--- src/rtl/reg_arb_pkg.sv ---
// ============================================================================
// reg_arb_pkg : shared FSM state encoding and default widths for reg_arbiter
// Revision    : 1.0
// ============================================================================
`default_nettype none

package reg_arb_pkg;

  typedef enum logic [1:0] {
    IDLE = 2'd0,
    BUS  = 2'd1,
    DONE = 2'd2
  } arb_state_t;

  localparam int DEF_NUM_REQ        = 4;
  localparam int DEF_ADDR_WIDTH     = 8;
  localparam int DEF_DATA_WIDTH     = 16;
  localparam int DEF_TIMEOUT_CYCLES = 64;

endpackage

`default_nettype wire

--- src/rtl/rr_pick.sv ---
// ============================================================================
// rr_pick  : combinational round-robin selector; lowest index at/after ptr wins
// Revision : 1.0
// ============================================================================
`default_nettype none

module rr_pick #(
  parameter int NUM_REQ = 4,
  parameter int PW      = 2
) (
  input  logic [NUM_REQ-1:0] req,
  input  logic [PW-1:0]      ptr,
  output logic [NUM_REQ-1:0] gnt,
  output logic [PW-1:0]      idx,
  output logic               valid
);

  logic [PW:0] w_cand;

  // Walk offsets from farthest to nearest so the nearest hit overwrites last.
  always_comb begin
    w_cand = '0;
    idx    = '0;
    valid  = 1'b0;
    for (int k = NUM_REQ - 1; k >= 0; k--) begin
      w_cand = {1'b0, ptr} + (PW+1)'(k);
      if (w_cand >= (PW+1)'(NUM_REQ)) begin
        w_cand = w_cand - (PW+1)'(NUM_REQ);
      end
      if (req[w_cand[PW-1:0]]) begin
        valid = 1'b1;
        idx   = w_cand[PW-1:0];
      end
    end
    gnt = valid ? (NUM_REQ'(1) << idx) : '0;
  end

endmodule

`default_nettype wire

--- src/rtl/reg_arbiter.sv ---
// ============================================================================
// reg_arbiter : round-robin sharing of one reg_ctrl port among NUM_REQ agents;
//               optional bus watchdog enabled by macro REG_ARB_TIMEOUT_EN
// Revision    : 1.0
// ============================================================================
`default_nettype none

module reg_arbiter
  import reg_arb_pkg::*;
#(
  parameter int NUM_REQ        = DEF_NUM_REQ,
  parameter int ADDR_WIDTH     = DEF_ADDR_WIDTH,
  parameter int DATA_WIDTH     = DEF_DATA_WIDTH,
  parameter int TIMEOUT_CYCLES = DEF_TIMEOUT_CYCLES
) (
  input  logic                         clk,
  input  logic                         rstn,
  input  logic [NUM_REQ-1:0]           req,
  input  logic [NUM_REQ-1:0]           req_wr,
  input  logic [NUM_REQ*ADDR_WIDTH-1:0] req_addr,
  input  logic [NUM_REQ*DATA_WIDTH-1:0] req_wdata,
  output logic [NUM_REQ-1:0]           gnt,
  output logic [NUM_REQ-1:0]           done,
  output logic [DATA_WIDTH-1:0]        rdata,
  output logic                         err,
  output logic [ADDR_WIDTH-1:0]        m_addr,
  output logic [DATA_WIDTH-1:0]        m_wdata,
  output logic                         m_sel,
  output logic                         m_wr,
  input  logic [DATA_WIDTH-1:0]        m_rdata,
  input  logic                         m_ready
);

  localparam int PW = $clog2(NUM_REQ);

  arb_state_t r_state, w_state_nxt;

  logic [PW-1:0]         r_ptr, r_idx, w_ptr_nxt, w_pick_idx;
  logic [NUM_REQ-1:0]    w_pick_gnt, r_gnt, r_done;
  logic                  w_pick_valid;
  logic [ADDR_WIDTH-1:0] w_sel_addr, r_addr;
  logic [DATA_WIDTH-1:0] w_sel_wdata, r_wdata, r_rdata;
  logic                  w_sel_wr, r_wr, r_sel;
  logic                  w_timeout, w_complete;

  rr_pick #(
    .NUM_REQ (NUM_REQ),
    .PW      (PW)
  ) u_pick (
    .req   (req),
    .ptr   (r_ptr),
    .gnt   (w_pick_gnt),
    .idx   (w_pick_idx),
    .valid (w_pick_valid)
  );

  always_comb begin
    w_sel_addr  = '0;
    w_sel_wdata = '0;
    w_sel_wr    = 1'b0;
    for (int i = 0; i < NUM_REQ; i++) begin
      if (w_pick_gnt[i]) begin
        w_sel_addr  = req_addr[i*ADDR_WIDTH +: ADDR_WIDTH];
        w_sel_wdata = req_wdata[i*DATA_WIDTH +: DATA_WIDTH];
        w_sel_wr    = req_wr[i];
      end
    end
  end

`ifdef REG_ARB_TIMEOUT_EN
  localparam int TW = $clog2(TIMEOUT_CYCLES + 1);

  logic [TW-1:0] r_tcnt;
  logic          r_err;

  // Counter sits at zero outside BUS, so every BUS entry starts from zero.
  always_ff @(posedge clk or negedge rstn) begin
    if (!rstn) begin
      r_tcnt <= '0;
    end else if (r_state != BUS) begin
      r_tcnt <= '0;
    end else if (!m_ready) begin
      r_tcnt <= r_tcnt + 1'b1;
    end
  end

  assign w_timeout = (r_state == BUS) && !m_ready &&
                     (r_tcnt == TW'(TIMEOUT_CYCLES - 1));

  always_ff @(posedge clk or negedge rstn) begin
    if (!rstn) begin
      r_err <= 1'b0;
    end else begin
      r_err <= w_timeout;
    end
  end

  assign err = r_err;
`else
  assign w_timeout = 1'b0;
  assign err       = 1'b0;
`endif

  assign w_complete = (r_state == BUS) && (m_ready || w_timeout);
  assign w_ptr_nxt  = (r_idx == PW'(NUM_REQ - 1)) ? '0 : r_idx + 1'b1;

  always_ff @(posedge clk or negedge rstn) begin
    if (!rstn) begin
      r_state <= IDLE;
    end else begin
      r_state <= w_state_nxt;
    end
  end

  always_comb begin
    w_state_nxt = r_state;
    case (r_state)
      IDLE:    if (w_pick_valid) w_state_nxt = BUS;
      BUS:     if (w_complete)   w_state_nxt = DONE;
      DONE:    w_state_nxt = IDLE;
      default: w_state_nxt = IDLE;
    endcase
  end

  always_ff @(posedge clk or negedge rstn) begin
    if (!rstn) begin
      r_ptr   <= '0;
      r_idx   <= '0;
      r_gnt   <= '0;
      r_done  <= '0;
      r_addr  <= '0;
      r_wdata <= '0;
      r_wr    <= 1'b0;
      r_sel   <= 1'b0;
      r_rdata <= '0;
    end else begin
      r_done <= '0;
      case (r_state)
        IDLE: begin
          if (w_pick_valid) begin
            r_gnt   <= w_pick_gnt;
            r_idx   <= w_pick_idx;
            r_addr  <= w_sel_addr;
            r_wdata <= w_sel_wdata;
            r_wr    <= w_sel_wr;
            r_sel   <= 1'b1;
          end
        end
        BUS: begin
          if (w_complete) begin
            // A timed-out read returns nothing, so rdata keeps its old value.
            if (m_ready && !r_wr) begin
              r_rdata <= m_rdata;
            end
            r_sel  <= 1'b0;
            r_wr   <= 1'b0;
            r_done <= r_gnt;
            r_ptr  <= w_ptr_nxt;
          end
        end
        DONE: begin
          r_gnt <= '0;
        end
        default: begin
          r_gnt <= '0;
          r_sel <= 1'b0;
          r_wr  <= 1'b0;
        end
      endcase
    end
  end

  assign gnt     = r_gnt;
  assign done    = r_done;
  assign rdata   = r_rdata;
  assign m_addr  = r_addr;
  assign m_wdata = r_wdata;
  assign m_sel   = r_sel;
  assign m_wr    = r_wr;

endmodule

`default_nettype wire

--- config.mk ---
export PLATFORM = sky130hd
export DESIGN_NAME = reg_arbiter
export DESIGN_NICKNAME = d
export VERILOG_FILES = /design/src/rtl/reg_arb_pkg.sv /design/src/rtl/rr_pick.sv /design/src/rtl/reg_arbiter.sv
export SDC_FILE = /design/constraint.sdc
export NUM_CORES = 1
export LEC_CHECK = 0
export ABC_CLOCK_PERIOD_IN_PS = 4600
export BUFFER_PORTS_ARGS = -buffer_cell sky130_fd_sc_hd__buf_2
export CORE_UTILIZATION = 49
export DETAILED_ROUTE_END_ITERATION = 7
export GPL_TIMING_DRIVEN = 0
export HOLD_SLACK_MARGIN = 0.08
export PLACE_DENSITY = 0.84
export SLEW_MARGIN = 25
export SYNTH_ARGS = -nofsm -noshare
export SYNTH_HDL_FRONTEND = slang
export SYNTH_HIERARCHICAL = 1
export SYNTH_SLANG_ARGS = --single-unit
--- constraint.sdc ---
create_clock -name clk -period 4.6 [get_ports clk]
set_clock_uncertainty 0.2 [all_clocks]
set_input_delay 1.38 -clock clk [delete_from_list [all_inputs] [get_ports clk]]
set_output_delay 1.38 -clock clk [all_outputs]
set_load 0.01 [all_outputs]
# Word-level counts from Yosys, hierarchy flattened
# Index checks and enable logic that the tools add are counted.
dict set report totals {
  regBits 56
  in_bits 123
  out_inout_bits 51
  wordCells 90
}
dict set report op_classes {
  addsub 8
  n_lt_le_gt_ge 8
  eq_ne 5
  n_shift 1
  mux 46
  bitwise_logic 2
  reduce_logical 10
}
# cell n
set op_table {}
lappend op_table {{2-to-1 mux 16 bit} 4}
lappend op_table {{2-to-1 mux 8 bit} 4}
lappend op_table {{2-to-1 mux 2 bit} 11}
lappend op_table {{2-to-1 mux 4 bit} 4}
lappend op_table {{2-to-1 mux 1 bit} 15}
lappend op_table {{< comparator 2 x 3 -> 1 bit (second input constant)} 4}
lappend op_table {{>= comparator 3 bit (second input constant)} 3}
lappend op_table {{binary-select mux 1 bit (select 2 bit)} 4}
lappend op_table {{one-hot mux 4 bit (2 select lines)} 1}
lappend op_table {{AND reduction 2 bit} 4}
lappend op_table {{subtractor 2 x 1 -> 2 bit (second input constant)} 4}
lappend op_table {{adder 2 x 2 -> 3 bit (second input constant)} 2}
lappend op_table {{one-hot mux 1 bit (3 select lines)} 2}
lappend op_table {{AND reduction 3 bit} 2}
lappend op_table {{equality test 2 bit (second input constant)} 2}
lappend op_table {{one-hot mux 2 bit (2 select lines)} 1}
lappend op_table {{<< shifter 1 x 2 -> 4 bit (first input constant)} 1}
lappend op_table {{adder 2 x 1 -> 3 bit (second input constant)} 1}
lappend op_table {{>= comparator 2 x 3 -> 1 bit (second input constant)} 1}
lappend op_table {{adder 2 x 1 -> 2 bit (second input constant)} 1}
lappend op_table {{equality test 2 x 1 -> 1 bit (second input constant)} 1}
lappend op_table {{logical AND 1 bit} 2}
lappend op_table {{logical NOT 2 bit} 1}
lappend op_table {{!= test 2 x 1 -> 1 bit (second input constant)} 1}
lappend op_table {{3 further kinds} 4}

# Longest topological paths before layout
# Gate-level depths: netlist (run 1).
dict set report depth {
  ltp_word 17
  ltp_mapped 9
  depth_no_buf 6
}

# By module
# The synthesis (run 1) kept the hierarchy.
# mod n_inst cells_per_inst area_per_inst_um2
set by_module_without_submodules {}
lappend by_module_without_submodules {reg_arbiter 1 311 3006.6}
lappend by_module_without_submodules {rr_pick 1 29 182.7}

# Least setup slack after synthesis (run 1)
# Ideal clock, no wire load.
dict set report synth_timing {
  kind {input port to flip-flop}
  from {input port req[2]}
  to {register r_wr, in the netlist m_wr}
  setup_ns 0.139
  arrival_time_ns 2.796
  slack_ns 1.464
  path_stages 8
  path_cell_list {buf_6 > nor2b_1 > nor3_1 > o31a_1 > buf_2 > and3b_1 > a2111oi_0 > o41ai_2}
}
dict set report synth_between {
  elab_chain_len 14
  word_cells_on_any_way 26
}
# item line_no
set synth_lines {}
lappend synth_lines {{from (decl)} reg_arbiter.sv:18} ;# input logic [NUM_REQ-1:0] req,
lappend synth_lines {{binary-select mux 1 bit (select 2 bit)} rr_pick.sv:30} ;# if (req[w_cand[PW-1:0]]) begin
lappend synth_lines {{2-to-1 mux 1 bit (implied by the code)} rr_pick.sv:30}
lappend synth_lines {{2-to-1 mux 2 bit (4 in series)} rr_pick.sv:30}
lappend synth_lines {{<< shifter 1 x 2 -> 4 bit} rr_pick.sv:35} ;# gnt = valid ? (NUM_REQ'(1) << idx) : '0;
lappend synth_lines {{2-to-1 mux 4 bit (*)} rr_pick.sv:35}
lappend synth_lines {{net w_pick_gnt[0]} reg_arbiter.sv:39} ;# logic [NUM_REQ-1:0] w_pick_gnt, r_gnt, r_done;
lappend synth_lines {{2-to-1 mux 1 bit (*) (4 in series)} reg_arbiter.sv:62} ;# if (w_pick_gnt[i]) begin
lappend synth_lines {{2-to-1 mux 1 bit (*)} reg_arbiter.sv:140} ;# if (w_pick_valid) begin
lappend synth_lines {{one-hot mux 1 bit (3 select lines) (*)} reg_arbiter.sv:138} ;# case (r_state)
lappend synth_lines {{to (signal assigned)} reg_arbiter.sv:145} ;# r_wr <= w_sel_wr;
lappend synth_lines {{to (decl)} reg_arbiter.sv:43} ;# logic w_sel_wr, r_wr, r_sel;
# The timed path passes the listed nets; every way through them passes the cells marked *. The select of a mux whose other input is x is not followed.
# A chain may end at the register's enable or synchronous reset.

# Final worst setup path (run 1)
# Ends and elaborated chain as after synthesis.

==> results of run 1 <==
[flip-flops by register name, summed over array words and instances, names as in the netlist]
register,flops
m_wr,1
r_ptr,2
rdata,16
gnt,4
done,4
m_addr,8
m_wdata,16
m_sel,1
r_idx,2
r_state,2
[per-layer routing]
metal  track usage, %  share of wire [%]  up-vias
met5                0                  0        -
met4             8.97                1.5        0
met3             5.49                7.8       15
met2             48.0                 50      164
met1             33.3                 40     1526
li1                 -                  -     1555
[cells in the mapped netlist (all sizes together) (2+ instances only)]
library cell  instances
dfrtp                56
nand2                14
nand2b                4
clkbuf               13
nor3                  2
nand3b               25
mux2                 16
nor3b                 2
nor2                 34
a21oi                76
and2                  4
a221o                24
buf                  18
mux2i                 4
o21ai                 2
inv                  26
nor2b                 3
[metrics by stage]
| stage | util (%) | total power [mW] | hold slack [ps] |
|---|---|---|---|
| floorplan | - | 1.75 | 250 |
| global placement | 65.5 | 2.19 | 262 |
| detailed placement | 65.6 | 2.24 | 270 |
| CTS | 67.0 | 2.52 | 293 |
| global route | 67.0 | 2.72 | 309 |
| finish | 67.0 | 2.50 | 288 |
[power breakdown]
part	total [mW]	internal, mW	switching (mW)
combinational	1.36	0.605	0.756
clock	0.273	0.109	0.164
sequential	0.867	0.728	0.139
[final cells by class]
class | instances | share of cell area [%]
plain buffers | 31 | 3.91
clock buffers | 6 | 1.72
clock inverters | 2 | 0.385
inverters | 26 | 2.31
multi-input cells | 227 | 36.1
flip-flops and latches | 56 | 33.1
well taps | 77 | 2.28
repair buffers | 170 | 20.2
[placed cells by master (no fill, tap or decap), drive strengths merged, types with 2 or more instances in the layout]
cell type / n
nor3: 2
a21oi: 76
dfrtp: 56
nor2b: 3
buf: 188
nand2b: 4
clkbuf: 19
mux2i: 4
inv: 26
nand3b: 25
nor2: 34
mux2: 16
and2: 4
o21ai: 2
nand2: 14
nor3b: 2
a221o: 24
[how the worst max path moves through the flow]
stage	startpoint	end	slack (ps)	cells after the start
after floorplan	req[2]	m_wr	1460	8
after detailed placement	req[3]	m_addr[6]	1220	9
after global placement	req[2]	m_wr	1240	8
after CTS	req[2]	m_wr	1550	8
final	req[2]	m_wr	1430	8
after global routing	req[2]	m_wr	1340	8
[kinds of logic (layout without fill, tap and decap cells)]
family,count (synthesis),after routing,synth area share (%)
adder cells (fa/ha/maj),1,1,0.392
AO/OA/AOI/OAI,113,113,24.2
flip-flops,56,56,43.9
buffers and inverters,57,235,8.24
multiplexers,20,20,6.90
AND/OR/NAND/NOR,92,92,16.2
other,1,1,0.118
==> key figures, run 1 <==
Synthesis
  – Yosys top cell area share: 43.9%
  – Register area share after synthesis: 43.9%
  – Average cell area after synthesis: 9.38 sq um
  – Post-Synthesis Cells: 340
  – Top cells by area, synth: dfrtp_1 (44%), a21oi_1 (10%), a221o_1 (7.5%)
  – Yosys cell types: 40
  – Synth area leader: dfrtp_1
  – Synth Flop Type: dfrtp_1
  – Yosys warnings: 6
  – Netlist area before placement: 0.00319 sq mm
  – Asr flop ratio synth: 100%
  – Seq cells post-synth: 56
  – Synth Net Count: 464
  – Post-synth EDFFs: 0

Clock network
  – Clock sink count: 56
  – Hold Buf Count CTS: 0
  – Clock Pin Slew Worst Setup and Hold Paths: 100 ps
  – Worst skew pair latency: 310 ps
  – TritonCTS buffer count: 5
  – CTS Buffer Depth: 2
  – # Post-CTS Setup Buffers: 0
  – Root Buffer: clkbuf_8
  – CTS tree: done
  – H-tree levels: 2
  – # resized after CTS: 0

Setup path
  – Crit start category: primary input
  – Crit Path Category: in2reg
  – CP cell instances: buf_6, nor2b_1, nor3_1, o31a_1, buf_2, and3b_1, a2111oi_0, o41ai_2
  – Cell family with most CP delay: compound AO/OA/AOI/OAI gates
  – Reg2reg start: r_ptr[0]
  – Buf+Inv Stages, Crit Path: 2
  – CP Capture Type: register
  – R2R depth: 7
  – Critical Path AT: 3150 ps
  – Slowest Stage Delay on Critical Path: 650 ps
  – Worst R2R Setup Slack: 2130 ps
  – CP max stage cell: a2111oi_0
  – RR Endpoint: m_wr
  – CP max FO: 9
  – WP data required: 4580 ps

STA
  – Worst Tran Pin Value: 713 ps
  – Max Freq: 315 MHz
  – # setup viols final: 0
  – Fin. Hold Viols: 0
  – Fin crit share: 69.0%
  – RSZ-0062 raised after global routing: false
  – Fin. max-slew vios: 0
  – Final WS setup: 1430 ps
  – Min cycle time layout: 3170 ps
  – Setup TNS: 0 ps
  – Slew HR: 51.2%

Route
  – Via density: 5.48
  – Final wirelength: 9.46 mm
  – DR WL/cell: 15.9 um
  – DRT iter0 DRCs: 132
  – Drt first pass iters: 5
  – ANT nets after route: 0
  – Post-route DRC violation count: 0
  – Vias after detailed routing: 3260

Final layout
  – Seq. cell area: 0.00140 sq mm
  – Final net count: 641
  – # fillers: 545
  – Layout Cells excl Fill: 595
  – Antenna diode instance count: 0
  – Area delta synth->final: 32.6%
  – Area of the multi-input gates: 0.00153 sq mm
  – Share of layout cells above drive strength 1: 40.7%
  – Final instance area: 0.00423 sq mm

GRT
  – Largest net degree at the start of global routing: 57
  – Antenna violations before repair: 0
  – GRT Util Overall: 27.4%
  – Vias in the first global route: 2965
  – First-pass GRT wire length: 14.0 mm
  – GRT overflow: 0

Die
  – Die width: 82.7 um
  – Die area: 0.00684 sq mm
  – Core area: 0.00631 sq mm
  – Starting Density: 50.5%
  – Row count: 29
  – Top-Level Pins: 174
  – Chip height: 82.7 um

Power
  – Static leakage: 2.17 nW
  – Pwr/cell area: 592 mW/mm^2
  – Max IR drop VDD: 370 uV

Run status
  – Status: completed

Placed design
  – Final HPWL DP: 7.22 mm
  – Placed cell areas: 0.00414 sq mm
  – I/O Buffers: 170
  – Placed insts: 587
  – DP Worst Slack: 1220 ps
  – Routability cong.: 0.852

Hold path
  – Min-delay src: rdata[4]
  – Hold Crit Class: reg2reg
  – Hold Path End: rdata[4]
  – Hold Path Cell Cnt: 1

Job
  – Maxcap violations: 0
Power figures use the tool's default switching activity.
==> run 2, diff against run 1 <==
--- a/config.mk
+++ b/config.mk
@@ -5,13 +5,14 @@
 export SDC_FILE = /design/constraint.sdc
 export NUM_CORES = 1
 export LEC_CHECK = 0
-export ABC_CLOCK_PERIOD_IN_PS = 4600
+export ABC_AREA = 1
+export ABC_CLOCK_PERIOD_IN_PS = 2600
 export BUFFER_PORTS_ARGS = -buffer_cell sky130_fd_sc_hd__buf_2
-export CORE_UTILIZATION = 49
+export CORE_UTILIZATION = 42
 export DETAILED_ROUTE_END_ITERATION = 7
 export GPL_TIMING_DRIVEN = 0
 export HOLD_SLACK_MARGIN = 0.08
-export PLACE_DENSITY = 0.84
+export PLACE_DENSITY = 0.74
 export SLEW_MARGIN = 25
 export SYNTH_ARGS = -nofsm -noshare
 export SYNTH_HDL_FRONTEND = slang
==> constraint.sdc (replaced) <==
create_clock -name clk -period 2.6 [get_ports clk]
set_clock_uncertainty 0.2 [all_clocks]
set_input_delay 0.78 -clock clk [delete_from_list [all_inputs] [get_ports clk]]
set_output_delay 0.78 -clock clk [all_outputs]
set_load 0.01 [all_outputs]
==> key figures, run 2 <==
Die
  – Die area: 0.00860 sq mm (+26%)
  – Core area: 0.00785 sq mm (+24%)
  – Starting Density: 44.0% (-6.5 points)
  – Chip height: 92.7 um (+12%)
  – Row count: 32 (+10%)
  – Die width: 92.7 um (+12%)
  – Top-Level Pins: 174 (unchanged)

Power
  – Pwr/cell area: 1450 mW/mm^2 (+150%)
  – Power after layout: 6.64 mW (+170%)
  – Static leakage: 2.82 nW (+30%)
  – Max IR drop VDD: 650 uV (+76%)

GRT
  – Vias in the first global route: 3730 (+26%)
  – Largest net degree at the start of global routing: 57 (unchanged)
  – GRT Util Overall: 25.5% (-1.8 points)
  – Antenna violations before repair: 0 (unchanged)
  – Met3 global-route usage: 4.84% (-0.65 points)
  – Met2 usage: 44.9% (-3.0 points)
  – M1 GR Usage: 31.8% (-1.5 points)
  – GRT overflow: 0 (unchanged)
  – First-pass GRT wire length: 17.4 mm (+24%)
  – GR peak layer: met2

Final layout
  – Layout Cells excl Fill: 804 (+35%)
  – Area delta synth->final: 32.4% (about the same)
  – Final instance area: 0.00458 sq mm (+8.3%)
  – Commonest non-fill, non-tap cell in the layout: nand2_1
  – Share of layout cells above drive strength 1: 33.6% (-7.1 points)
  – Antenna diode instance count: 0 (unchanged)
  – Final net count: 825 (+29%)
  – Commonest non-fill, non-tap cells in the layout: nand2_1 (197), buf_2 (181), nor2_1 (59)

Clock network
  – TritonCTS buffer count: 5 (unchanged)
  – Clock Pin Slew Worst Setup and Hold Paths: 100 ps (about the same)
  – CTS tree: done
  – Root Buffer: clkbuf_8
  – # resized after CTS: 3 (+3)
  – H-tree levels: 2 (unchanged)
  – Worst skew pair latency: 310 ps (about the same)
  – Hold Buf Count CTS: 0 (unchanged)
  – # Post-CTS Setup Buffers: 0 (unchanged)
  – Clock sink count: 56 (unchanged)
  – CTS Buffer Depth: 2 (unchanged)

Synthesis
  – Post-synth EDFFs: 0 (unchanged)
  – Yosys cell types: 23 (-43%)
  – Synth Flop Type: dfrtp_1
  – Post-Synth Simple-Gate Area: 43.3% (+27 points)
  – Synth cell count leaders: nand2_1 (197), nor2_1 (59), dfrtp_1 (56)
  – Top cells by area, synth: dfrtp_1 (41%), nand2_1 (21%), nand3_1 (7.0%)
  – Average cell area after synthesis: 6.62 sq um (-29%)
  – Mux cell area share after synthesis: 0% (-6.9 points)
  – Compound-gate portion of the synthesized area: 4.89% (-19 points)
  – Yosys top cell area share: 40.6% (-3.4 points)
  – Seq cells post-synth: 56 (unchanged)
  – Adder-cell share of the synthesized area: 0.362% (-0.030 points)
  – Yosys warnings: 6 (unchanged)
  – Synth area leader: dfrtp_1
  – Post-Synthesis Cells: 522 (+54%)
  – Most numerous cell in the Yosys netlist: nand2_1
  – Xor and xnor area share after synthesis: 0% (unchanged)
  – Register area share after synthesis: 40.6% (-3.4 points)
  – Largest family of logic cells by synthesized area: simple AND/OR/NAND/NOR gates
  – Synth Net Count: 646 (+39%)
  – Asr flop ratio synth: 100% (unchanged)
  – Netlist area before placement: 0.00346 sq mm (+8.4%)

STA
  – Fin crit share: 96.0%
  – Setup TNS: 0 ps (unchanged)
  – Slew HR: 52.9% (+1.7 points)
  – Worst Tran Pin Value: 706 ps (-6.97 ps)
  – Fin. Hold Viols: 0 (unchanged)
  – RSZ-0062 raised after global routing: false
  – # setup viols final: 0 (unchanged)
  – Fin. max-slew vios: 0 (unchanged)
  – Max Freq: 401 MHz
  – Min cycle time layout: 2500 ps

Route
  – DR WL/cell: 13.3 um (-16%)
  – Drt first pass iters: 4 (-1)
  – Final wirelength: 10.7 mm (+13%)
  – DRT iter0 DRCs: 142 (+7.6%)
  – Vias after detailed routing: 3921 (+20%)
  – Via density: 4.88 (-11%)
  – Post-route DRC violation count: 0 (unchanged)
  – ANT nets after route: 0 (unchanged)

Placed design
  – Routability cong.: 0.877 (+2.9%)
  – Placed insts: 796 (+36%)
  – Final HPWL DP: 8.11 mm (+12%)
  – Placed cell areas: 0.00445 sq mm (+7.4%)
  – I/O Buffers: 172 (+1.2%)

Setup path
  – Crit start category: primary input
  – Crit path capture: m_addr[6]
  – Worst setup path start: req[3]
  – WP data required: 2600 ps (-1980 ps)
  – RR Endpoint: m_addr[6]
  – CP Capture Type: register
  – Reg2reg start: r_ptr[0]
  – CP max FO: 10 (+1)
  – Worst R2R Setup Slack: 160 ps (-1970 ps)
  – Critical Path AT: 2500 ps (-650 ps)
  – Crit Path Category: in2reg
  – R2R depth: 17 (+10)

Job
  – Maxcap violations: 0 (unchanged)

Hold path
  – Hold Crit Class: reg2reg
  – Hold Path Cell Cnt: 2 (+1)

Run status
  – Status: completed
run 2: changes by cell type in the layout (fill, tap and decap cells not counted), sizes merged, moves of 25 or more:
cell and change:
nand2 +197, nor2 +29, nand3b -25, nand3 +49, a21oi -48
run 2: worst min path at each step:
| stage | start | to | slack, ps |
|---|---|---|---|
| floorplan | r_idx[1] | r_idx[1] | 250 |
| global placement | rdata[11] | rdata[11] | 250 |
| detailed placement | rdata[4] | rdata[4] | 260 |
| CTS | rdata[4] | rdata[4] | 280 |
| global route | rdata[5] | rdata[5] | 310 |
| finish | rdata[4] | rdata[4] | 280 |
run 2: layout make-up:
type / count / area [sq um]
clock buffer: 5 / 68.8
buffer: 32 / 208
inverter: 50 / 198
timing repair buffer: 172 / 863
clock inverter: 3 / 22.5
sequential: 56 / 1400
tap: 102 / 128
multi-input combinational: 384 / 1690
fill: 791 / 3270
run 2: cells by family (layout without fill, tap and decap cells):
kind of cell | count (synthesis) | after routing
AND/OR/NAND/NOR | 349 | 349
flip-flops | 56 | 56
adder cells (fa/ha/maj) | 1 | 1
buffers and inverters | 82 | 262
other | 1 | 1
AO/OA/AOI/OAI | 33 | 33
run 2: critical path, stage by stage:
cell and delay [ps]:
buf_2 110, inv_1 60, nand2_1 60, nand3_1 110, nand2_1 90, inv_1 70
nor2_1 40, nor2_1 120, nand2_2 110, a21oi_1 170, buf_4 190, inv_1 100
nand3_4 140, buf_6 160, nor2_1 50, nand2_1 80, nand2_1 50
run 2: through the flow:
stage                     setup slack (ps)  hold slack (ps)  util (%)
after detailed placement              -409              255      56.7
after global placement                -286              248      56.6
final                                  105              276      58.3
after global routing                  4.65              306      58.3
after CTS                             30.4              282      57.9
after floorplan                        163              253         -
run 2: where the power goes:
| part | switching (mW) | internal, mW |
|---|---|---|
| Combinational | 3.03 | 1.66 |
| Clock | 0.292 | 0.194 |
| Sequential | 0.203 | 1.26 |
| Total | 3.53 | 3.12 |
run 2: metal layers:
metal  up-vias  part of all wire [%]
met5         -                     0
met4         0                   1.5
met3        14                   7.2
met2       150                    49
met1      1769                    42
li1       1988                     -
==> run 3, diff against run 2 <==
--- a/config.mk
+++ b/config.mk
@@ -8,11 +8,13 @@
 export ABC_AREA = 1
 export ABC_CLOCK_PERIOD_IN_PS = 2600
 export BUFFER_PORTS_ARGS = -buffer_cell sky130_fd_sc_hd__buf_2
-export CORE_UTILIZATION = 42
+export CELL_PAD_IN_SITES_DETAIL_PLACEMENT = 0
+export CELL_PAD_IN_SITES_GLOBAL_PLACEMENT = 1
+export CORE_UTILIZATION = 28
 export DETAILED_ROUTE_END_ITERATION = 7
 export GPL_TIMING_DRIVEN = 0
 export HOLD_SLACK_MARGIN = 0.08
-export PLACE_DENSITY = 0.74
+export PLACE_DENSITY = 0.75
 export SLEW_MARGIN = 25
 export SYNTH_ARGS = -nofsm -noshare
 export SYNTH_HDL_FRONTEND = slang
==> key figures, run 3 (synthesis gave the netlist of run 2 again) <==
Die
  – Starting Density: 28.8% (-15 points)
  – Die area: 0.0128 sq mm (+49%)
  – Die width: 113 um (+22%)
  – Row count: 40 (+25%)
  – Top-Level Pins: 174 (unchanged)
  – Core area: 0.0120 sq mm (+53%)
  – Chip height: 113 um (+22%)

Placed design
  – Placed cell areas: 0.00450 sq mm (+1.3%)
  – DP Worst Slack: -391 ps (+18.8 ps)
  – Placed insts: 841 (+5.7%)
  – Final HPWL DP: 8.72 mm (+7.6%)
  – I/O Buffers: 172 (unchanged)
  – Routability cong.: 0.838 (-4.5%)

GRT
  – GRT Util Overall: 18.3% (-7.2 points)
  – GRT overflow: 0 (unchanged)
  – Antenna violations before repair: 0 (unchanged)
  – First-pass GRT wire length: 18.6 mm (+6.9%)
  – Vias in the first global route: 3925 (+5.2%)
  – Largest net degree at the start of global routing: 57 (unchanged)

Run status
  – Status: completed

Power
  – Max IR drop VDD: 522 uV (-20%)
  – Power after layout: 6.92 mW (+4.2%)
  – Static leakage: 2.86 nW (+1.4%)
  – Pwr/cell area: 1470 mW/mm^2 (+1.1%)

Hold path
  – Hold Path End: rdata[3]
  – Hold Path Cell Cnt: 2 (unchanged)
  – Hold Crit Class: reg2reg
  – Min-delay src: rdata[3]

Setup path
  – CP Capture Type: register
  – RR Endpoint: m_wdata[15]
  – Critical Path AT: 2450 ps (-50 ps)
  – Crit start category: primary input
  – Crit Path Category: in2reg
  – Reg2reg start: r_ptr[0]
  – WP data required: 2640 ps (+40 ps)
  – R2R depth: 16 (-1)
  – CP max FO: 10 (unchanged)
  – Worst R2R Setup Slack: 230 ps (+70 ps)

Clock network
  – CTS tree: done
  – CTS Buffer Depth: 2 (unchanged)
  – Clock Pin Slew Worst Setup and Hold Paths: 70 ps (-30 ps)
  – TritonCTS buffer count: 5 (unchanged)
  – Worst skew pair latency: 290 ps (-20 ps)
  – Hold Buf Count CTS: 0 (unchanged)
  – Clock sink count: 56 (unchanged)
  – Root Buffer: clkbuf_16
  – H-tree levels: 2 (unchanged)

STA
  – Fin. max-slew vios: 0 (unchanged)
  – Max Freq: 414 MHz (+3.2%)
  – Setup TNS: 0 ps (unchanged)
  – Fin crit share: 93.0% (-3.0 points)
  – Fin. Hold Viols: 0 (unchanged)
  – Min cycle time layout: 2420 ps (-78.1 ps)
  – # setup viols final: 0 (unchanged)
  – Final WS setup: 183 ps (+78.1 ps)
  – Worst Tran Pin Value: 745 ps (+38.4 ps)
  – Slew HR: 50.3% (-2.6 points)

Final layout
  – Final net count: 829 (+0.48%)
  – Area delta synth->final: 36.4%
  – Share of layout cells above drive strength 1: 33.9% (+0.28 points)
  – # fillers: 1354 (+71%)
  – Layout Cells excl Fill: 852 (+6.0%)
  – Commonest non-fill, non-tap cells in the layout: nand2_1 (197), buf_2 (182), nor2_1 (59)
  – Commonest non-fill, non-tap cell in the layout: nand2_1
  – Final instance area: 0.00471 sq mm (+3.0%)
  – Antenna diode instance count: 0 (unchanged)

Route
  – Via density: 4.55 (-6.7%)
  – ANT nets after route: 0 (unchanged)
  – Vias after detailed routing: 3875 (-1.2%)
  – DR WL/cell: 13.4 um (+0.75%)
  – DRT iter0 DRCs: 203 (+43%)
  – Drt first pass iters: 4 (unchanged)
  – Final wirelength: 11.4 mm (+6.8%)
  – Post-route DRC violation count: 0 (unchanged)

Job
  – Maxcap violations: 0 (unchanged)
==> run 3: worst max path at each step <==
stage / from / end
after global routing: req[1] / m_wdata[12]
after floorplan: req[1] / m_wdata[13]
final: req[1] / m_wdata[15]
after global placement: req[1] / m_addr[0]
after detailed placement: req[1] / m_addr[0]
after CTS: req[1] / m_wdata[4]
==> run 3: area by class of cell <==
type | count | area, sq um | area share [%]
repair buffers | 176 | 893 | 18.9
flip-flops and latches | 56 | 1400 | 29.7
multi-input cells | 384 | 1690 | 35.8
plain buffers | 32 | 213 | 4.51
clock buffers | 5 | 125 | 2.65
clock inverters | 2 | 12.5 | 0.265
well taps | 147 | 184 | 3.90
inverters | 50 | 198 | 4.19
==> run 3: worst max-delay path, stage by stage <==
cell	delay [ps]
buf_2	90
inv_1	30
nand2_1	70
nand3_1	100
nand2_1	130
inv_1	50
nor2_1	90
nor2_1	60
nand2_2	90
nand3_2	70
nor2_2	70
buf_2	230
clkbuf_4	260
nand3_1	100
nand2_1	110
nand2_1	60
nand2_1	50
==> run 3: layer usage <==
layer  global-route usage (%)  share of wire, %  wire length [um]  vias to the layer above
li1                         -                 -                 -                     1998
met2                     33.3                48              5480                      143
met5                        0                 0                 0                        -
met4                     3.16              0.65                74                        0
met3                     3.27               7.0               798                        6
met1                     22.7                44              5090                     1728
==> run 3: metrics by stage <==
stage	utilization [%]	hold slack, ps
final	39.3	268
after global routing	39.3	298
after CTS	38.7	271
after detailed placement	37.5	255
after global placement	37.5	249
after floorplan	-	253
==> run 3: what timing repair did <==
action,in CTS,in global routing
endpoints found under the setup margin,19,24
pin swaps,0,0
setup buffers,0,4
gates resized for setup,3,24
cloned,0,0
==> run 3: report_power, final <==
group,total (mW),switching [mW],internal [mW]
logic,4.79,3.06,1.73
clock network,0.660,0.309,0.351
registers,1.46,0.198,1.27
total,6.92,3.57,3.35
